File: src/rtl/a1339_spi_responder.sv
// SPI mode-3 responder for an angle-sensor style link: 20-bit frames (16 data + 4 CRC),
// responses answer the previous CRC-valid command, everything runs in the system clock domain.
module a1339_spi_responder #(
    parameter int SYNC_STAGES = 2,
    parameter int FRAME_BITS  = 20
) (
    input  logic        clock,
    input  logic        reset,
    input  logic        sck_i,
    input  logic        ss_n_i,
    input  logic        mosi_i,
    output logic        miso_o,
    input  logic [15:0] angle_i,
    input  logic        crc_inject_i,
    output logic [15:0] cmd_o,
    output logic        cmd_valid_o,
    output logic        crc_error_o,
    output logic        frame_error_o,
    output logic [31:0] frame_count_o,
    output logic [15:0] crc_error_count_o
);

    typedef enum logic [1:0] {
        IDLE  = 2'd0,
        SHIFT = 2'd1,
        CHECK = 2'd2
    } state_t;

    // 4-bit CRC, init 0xF, data MSB first
    function automatic logic [3:0] crc4(input logic [15:0] data);
        logic [3:0] c;
        logic       inv;
        c = 4'hF;
        for (int i = 15; i >= 0; i--) begin
            inv = data[i] ^ c[3];
            c   = {c[2], c[1], c[0] ^ inv, inv};
        end
        return c;
    endfunction

    logic [SYNC_STAGES-1:0] sck_sync_r;
    logic [SYNC_STAGES-1:0] ss_sync_r;
    logic [SYNC_STAGES-1:0] mosi_sync_r;
    logic                   sck_d_r;
    logic                   ss_d_r;

    logic                   sck_s;
    logic                   ss_s;
    logic                   mosi_s;
    logic                   sck_rise_s;
    logic                   sck_fall_s;
    logic                   ss_rise_s;
    logic                   ss_fall_s;

    state_t                 state_r;
    logic [19:0]            rx_r;
    logic [19:0]            resp_r;
    logic [4:0]             bit_cnt_r;
    logic                   seen_rise_r;
    logic                   sel_angle_r;

    logic [15:0]            resp_data_s;
    logic [3:0]             resp_crc_s;
    logic [3:0]             rx_crc_s;

    // Synchronizer chains; reset fills them with the bus idle levels
    always_ff @(posedge clock) begin
        if (reset) begin
            sck_sync_r  <= {SYNC_STAGES{1'b1}};
            ss_sync_r   <= {SYNC_STAGES{1'b1}};
            mosi_sync_r <= {SYNC_STAGES{1'b1}};
            sck_d_r     <= 1'b1;
            ss_d_r      <= 1'b1;
        end else begin
            sck_sync_r  <= {sck_sync_r[SYNC_STAGES-2:0], sck_i};
            ss_sync_r   <= {ss_sync_r[SYNC_STAGES-2:0], ss_n_i};
            mosi_sync_r <= {mosi_sync_r[SYNC_STAGES-2:0], mosi_i};
            sck_d_r     <= sck_sync_r[SYNC_STAGES-1];
            ss_d_r      <= ss_sync_r[SYNC_STAGES-1];
        end
    end

    // Edge detection on synchronized levels only
    always_comb begin
        sck_s      = sck_sync_r[SYNC_STAGES-1];
        ss_s       = ss_sync_r[SYNC_STAGES-1];
        mosi_s     = mosi_sync_r[SYNC_STAGES-1];
        sck_rise_s = sck_s & ~sck_d_r;
        sck_fall_s = ~sck_s & sck_d_r;
        ss_rise_s  = ss_s & ~ss_d_r;
        ss_fall_s  = ~ss_s & ss_d_r;
    end

    // Response word candidate and received-frame CRC
    always_comb begin
        resp_data_s = 16'h0000;
        if (sel_angle_r) begin
            resp_data_s = angle_i;
        end else begin
            resp_data_s = {crc_error_count_o[7:0], frame_count_o[7:0]};
        end
        if (crc_inject_i) begin
            resp_crc_s = crc4(resp_data_s) ^ 4'hF;
        end else begin
            resp_crc_s = crc4(resp_data_s);
        end
        rx_crc_s = crc4(rx_r[19:4]);
    end

    // Frame FSM with registered outputs
    always_ff @(posedge clock) begin
        if (reset) begin
            state_r           <= IDLE;
            miso_o            <= 1'b1;
            cmd_o             <= 16'h0000;
            cmd_valid_o       <= 1'b0;
            crc_error_o       <= 1'b0;
            frame_error_o     <= 1'b0;
            frame_count_o     <= 32'd0;
            crc_error_count_o <= 16'd0;
            rx_r              <= 20'd0;
            resp_r            <= 20'hFFFFF;
            bit_cnt_r         <= 5'd0;
            seen_rise_r       <= 1'b0;
            sel_angle_r       <= 1'b1;
        end else begin
            cmd_valid_o   <= 1'b0;
            crc_error_o   <= 1'b0;
            frame_error_o <= 1'b0;
            case (state_r)
                IDLE: begin
                    miso_o <= 1'b1;
                    if (ss_fall_s) begin
                        state_r     <= SHIFT;
                        resp_r      <= {resp_data_s, resp_crc_s};
                        miso_o      <= resp_data_s[15];
                        rx_r        <= 20'd0;
                        bit_cnt_r   <= 5'd0;
                        seen_rise_r <= 1'b0;
                    end else begin
                        state_r <= IDLE;
                    end
                end
                SHIFT: begin
                    // ss_n release takes priority over any coincident SCK edge
                    if (ss_rise_s) begin
                        state_r <= CHECK;
                        miso_o  <= 1'b1;
                    end else if (sck_rise_s) begin
                        rx_r        <= {rx_r[18:0], mosi_s};
                        seen_rise_r <= 1'b1;
                        if (bit_cnt_r != 5'd31) begin
                            bit_cnt_r <= bit_cnt_r + 5'd1;
                        end else begin
                            bit_cnt_r <= bit_cnt_r;
                        end
                    end else if (sck_fall_s && seen_rise_r) begin
                        resp_r <= {resp_r[18:0], 1'b1};
                        miso_o <= resp_r[18];
                    end else begin
                        state_r <= SHIFT;
                    end
                end
                CHECK: begin
                    state_r <= IDLE;
                    miso_o  <= 1'b1;
                    if (bit_cnt_r != 5'(FRAME_BITS)) begin
                        frame_error_o <= 1'b1;
                    end else begin
                        frame_count_o <= frame_count_o + 32'd1;
                        if (rx_crc_s == rx_r[3:0]) begin
                            cmd_o       <= rx_r[19:4];
                            cmd_valid_o <= 1'b1;
                            sel_angle_r <= (rx_r[19:12] == 8'h20);
                        end else begin
                            crc_error_o <= 1'b1;
                            if (crc_error_count_o != 16'hFFFF) begin
                                crc_error_count_o <= crc_error_count_o + 16'd1;
                            end else begin
                                crc_error_count_o <= crc_error_count_o;
                            end
                        end
                    end
                end
                default: begin
                    state_r <= IDLE;
                    miso_o  <= 1'b1;
                end
            endcase
        end
    end

endmodule

File: config.mk
export PLATFORM = sky130hd
export DESIGN_NAME = a1339_spi_responder
export DESIGN_NICKNAME = d
export VERILOG_FILES = /design/src/rtl/a1339_spi_responder.sv
export SDC_FILE = /design/constraint.sdc
export NUM_CORES = 1
export LEC_CHECK = 0
export ABC_AREA = 1
export CAP_MARGIN = 20
export CORE_MARGIN = 10
export CORE_UTILIZATION = 50
export CTS_BUF_LIST = sky130_fd_sc_hd__clkbuf_4 sky130_fd_sc_hd__clkbuf_8 sky130_fd_sc_hd__clkbuf_16
export DETAILED_ROUTE_END_ITERATION = 8
export MAX_ROUTING_LAYER = met4
export PLACE_DENSITY = 0.79
export RECOVER_POWER = 100
export SYNTH_ARGS = -nofsm -noshare
export SYNTH_HDL_FRONTEND = slang
export SYNTH_SLANG_ARGS = --single-unit
File: constraint.sdc
create_clock -name clock -period 5.3 [get_ports clock]
set_input_delay 0.53 -clock clock [delete_from_list [all_inputs] [get_ports clock]]
set_output_delay 0.53 -clock clock [all_outputs]
set_load 0.1 [all_outputs]
==> impl_metrics.ini <==
[grt]
grt_max_degree = 73
overflow = 0
grt_pass1_vias = 6090
antenna_found_initial = 0
grt_use_total_pct = 19.99
grt_pass1_wl_mm = 29.42

[worst_setup_path]
cp-start-kind = primary input
crit_path_end_kind = register
worstSetupEndpoint = frame_count_o[12]
required_ns = 5.61
crit_type = primary input to register
r2r_cells = 17
r2r_slack_ns = 1.27
r2r-end = frame_count_o[30]
r2r-start = bit_cnt_r[0]
cp_max_fo = 72
arrival_ns = 4.51
crit_start = reset

[detailed_routing]
route.detailed.drc = 0
wl_per_cell_um = 13.95
firstDrtPassIters = 6
viasPerCell = 5.196
routed_wl_mm = 17.76
drtIter0Drc = 480
vias = 6615
drtAntennaViolNets = 0

[run_status]
failed_checks = capacitance limit, slew limit
outcome = complete, but fails checks

[synth]
synth_xor_area_share_pct = 4.314
ys_seq_elements = 124
synth_top_family_by_area = simple AND/OR/NAND/NOR gates
synth_edf_count = 0
yosys_warnings = 0
synthSimpleGateAreaFrac_pct = 36.38
synth_mux_area_share_pct = 0
synthAdderAreaFrac_pct = 1.120
synth_fp_nets = 1032
synth_common_cells = nand2_1 (289), dfxtp_1 (124), inv_1 (110)
synthFlopType = dfxtp_1
syn_avg_cell_area_um2 = 6.673
ys_seq_area_share_pct = 37.05
synth_cell_types = 40
synth.top_cells.by_area = dfxtp_1 (37%), nand2_1 (16%), inv_1 (6.2%)
yosys.area.top_type = dfxtp_1
synth_compound_area_share_pct = 11.91
synth_cells = 1004
post-synth-top-count-cell = nand2_1
syn_area_um2 = 6700
yosys.area.top_type_share_pct = 37.05
async_reset_ff_share_pct = 0

[timing]
max_freq_mhz = 238.2
maxSlewViolCount = 73
rsz0062_at_grt = no
setup-violations-final = 0
fin_setup_tns_ns = 0
hold_viol = 0
worst_pin_slew_ns = 3.238
clock_skew_ns = 0.005934
period_needed_ns = 4.198
slew-limit-headroom_pct = -115.9
period_share_pct = 79.21

[power_and_ir_drop]
vdd_drop_max_mv = 0.2705
p_leak_nw = 3.673
power.density_nw_per_um2 = 288.5

[floorplan]
core_area_um2 = 13190
die_y_um = 135.8
initial_core_util_pct = 50.80
dieWidth_um = 135.8
rows = 42
io_pins = 90
die_area_um2 = 18430

[clock_tree]
cts_tree = yes
cts_resized = 0
cts_setup_buffers = 0
clock_path_buffers = 2
cts-root-buf = clkbuf_16
numCtsBuffers = 17
path_clk_slew_ns = 0.05
postCtsHoldBufs = 0
clk_latency_ns = 0.42
htree_levels = 4
cts_sinks = 124

[placed_design]
place.gp.congestion = 0.9377
hpwl_mm = 12.57
portBuffers = 89
placed_area_um2 = 7682

[finish]
seq_area_um2 = 2482
fin_nets = 1112
multi_input_comb_area_um2 = 3563
syn_to_final_growth_pct = 23.57
design_area_um2 = 8279
diodes = 0
drive_gt1_share_pct = 7.110
fill_cells = 1189

[worst_hold_path]
hp-class = register to register

[flow_run]
maxCapViolCount = 1
==> critical path: stages <==
cell	delay, ns
buf_2	0.07
clkbuf_1	2.26
clkinv_1	0.39
clkbuf_2	0.75
and3_1	0.45
==> layer usage <==
metal | global-route usage [%] | wire [um]
met5 | - | 0
met4 | 6.579 | 250
met3 | 4.933 | 916
met2 | 30.35 | 8062
met1 | 25.48 | 8527
==> placed cells by master (no fill, tap or decap), types with 2 or more instances in the layout <==
cell type and instances:
nor3_1 23, o32ai_1 18, nand4_1 22, nor2_2 7
clkinvlp_4 3, o21ai_0 61, inv_1 112, xor2_1 27
a31oi_1 2, nand2_1 291, nor3b_1 2, dlygate4sd3_1 68
o211ai_1 15, nand3_2 2, nand3_1 73, dfxtp_1 124
clkdlybuf4s50_1 20, nor4_1 12, clkbuf_1 2, clkinv_1 3
a21oi_1 38, xnor2_1 6, nor2_1 88, clkinv_2 3
clkbuf_16 17, ha_1 6, or2_2 11, nor3_2 2
nand2_2 8, bufinv_16 4, inv_2 7, clkbuf_4 3
and3_1 2
==> flip-flops by register name, indices dropped and copies added, names as in the netlist, 2 cells and up <==
register / flops
bit_cnt_r: 5
cmd_o: 16
crc_error_count_o: 16
frame_count_o: 32
mosi_sync_r: 2
resp_r: 19
rx_r: 20
sck_sync_r: 2
ss_sync_r: 2
state_r: 2
==> cell families (layout without fill, tap and decap cells) <==
group	Yosys count	in the layout
simple gates	548	548
buf+inv	156	249
compound gates	137	137
flops	124	124
xor+xnor	33	33
fa+ha+maj	6	6
==> metrics by stage <==
stage / util, % / hold slack, ns / power (mW) / cells / setup slack [ns]
after detailed placement: 58.24 / 0.3954 / 1.172 / 1240 / 1.950
final: 62.77 / 0.4065 / 2.388 / 1273 / 1.102
after floorplan: - / 0.3895 / 1.123 / 1004 / 2.478
after CTS: 63.01 / 0.4088 / 2.405 / 1272 / 1.944
after global routing: 62.77 / 0.4288 / 2.483 / 1273 / 0.7331
after global placement: 58.24 / 0.3979 / 1.168 / 1240 / 1.967
==> report_power, final <==
part / internal, mW / switching [mW] / total (mW)
sequential: 0.950 / 0.00804 / 0.958
combinational: 0.0718 / 0.126 / 0.198
clock: 0.812 / 0.420 / 1.23
total: 1.83 / 0.554 / 2.39
==> worst min-delay path by stage <==
stage / slack (ns) / to / cells past startpoint / start
after global placement: 0.40 / sck_sync_r[1] / 1 / sck_sync_r[0]
final: 0.41 / ss_sync_r[1] / 1 / ss_sync_r[0]
after global routing: 0.43 / sck_sync_r[1] / 1 / sck_sync_r[0]
after detailed placement: 0.40 / ss_sync_r[1] / 1 / ss_sync_r[0]
after floorplan: 0.39 / mosi_sync_r[1] / 1 / mosi_sync_r[0]
after CTS: 0.41 / ss_sync_r[1] / 1 / ss_sync_r[0]
==> area by class of cell <==
type / instances / area share [%]
clock buffers: 21 / 5.577
clock inverters: 11 / 2.010
inverters: 123 / 5.607
multi-input cells: 724 / 43.04
flip-flops and latches: 124 / 29.98
well taps: 176 / 2.660
repair buffers: 94 / 11.12
Note: power is estimated with default switching activity, not from simulation.
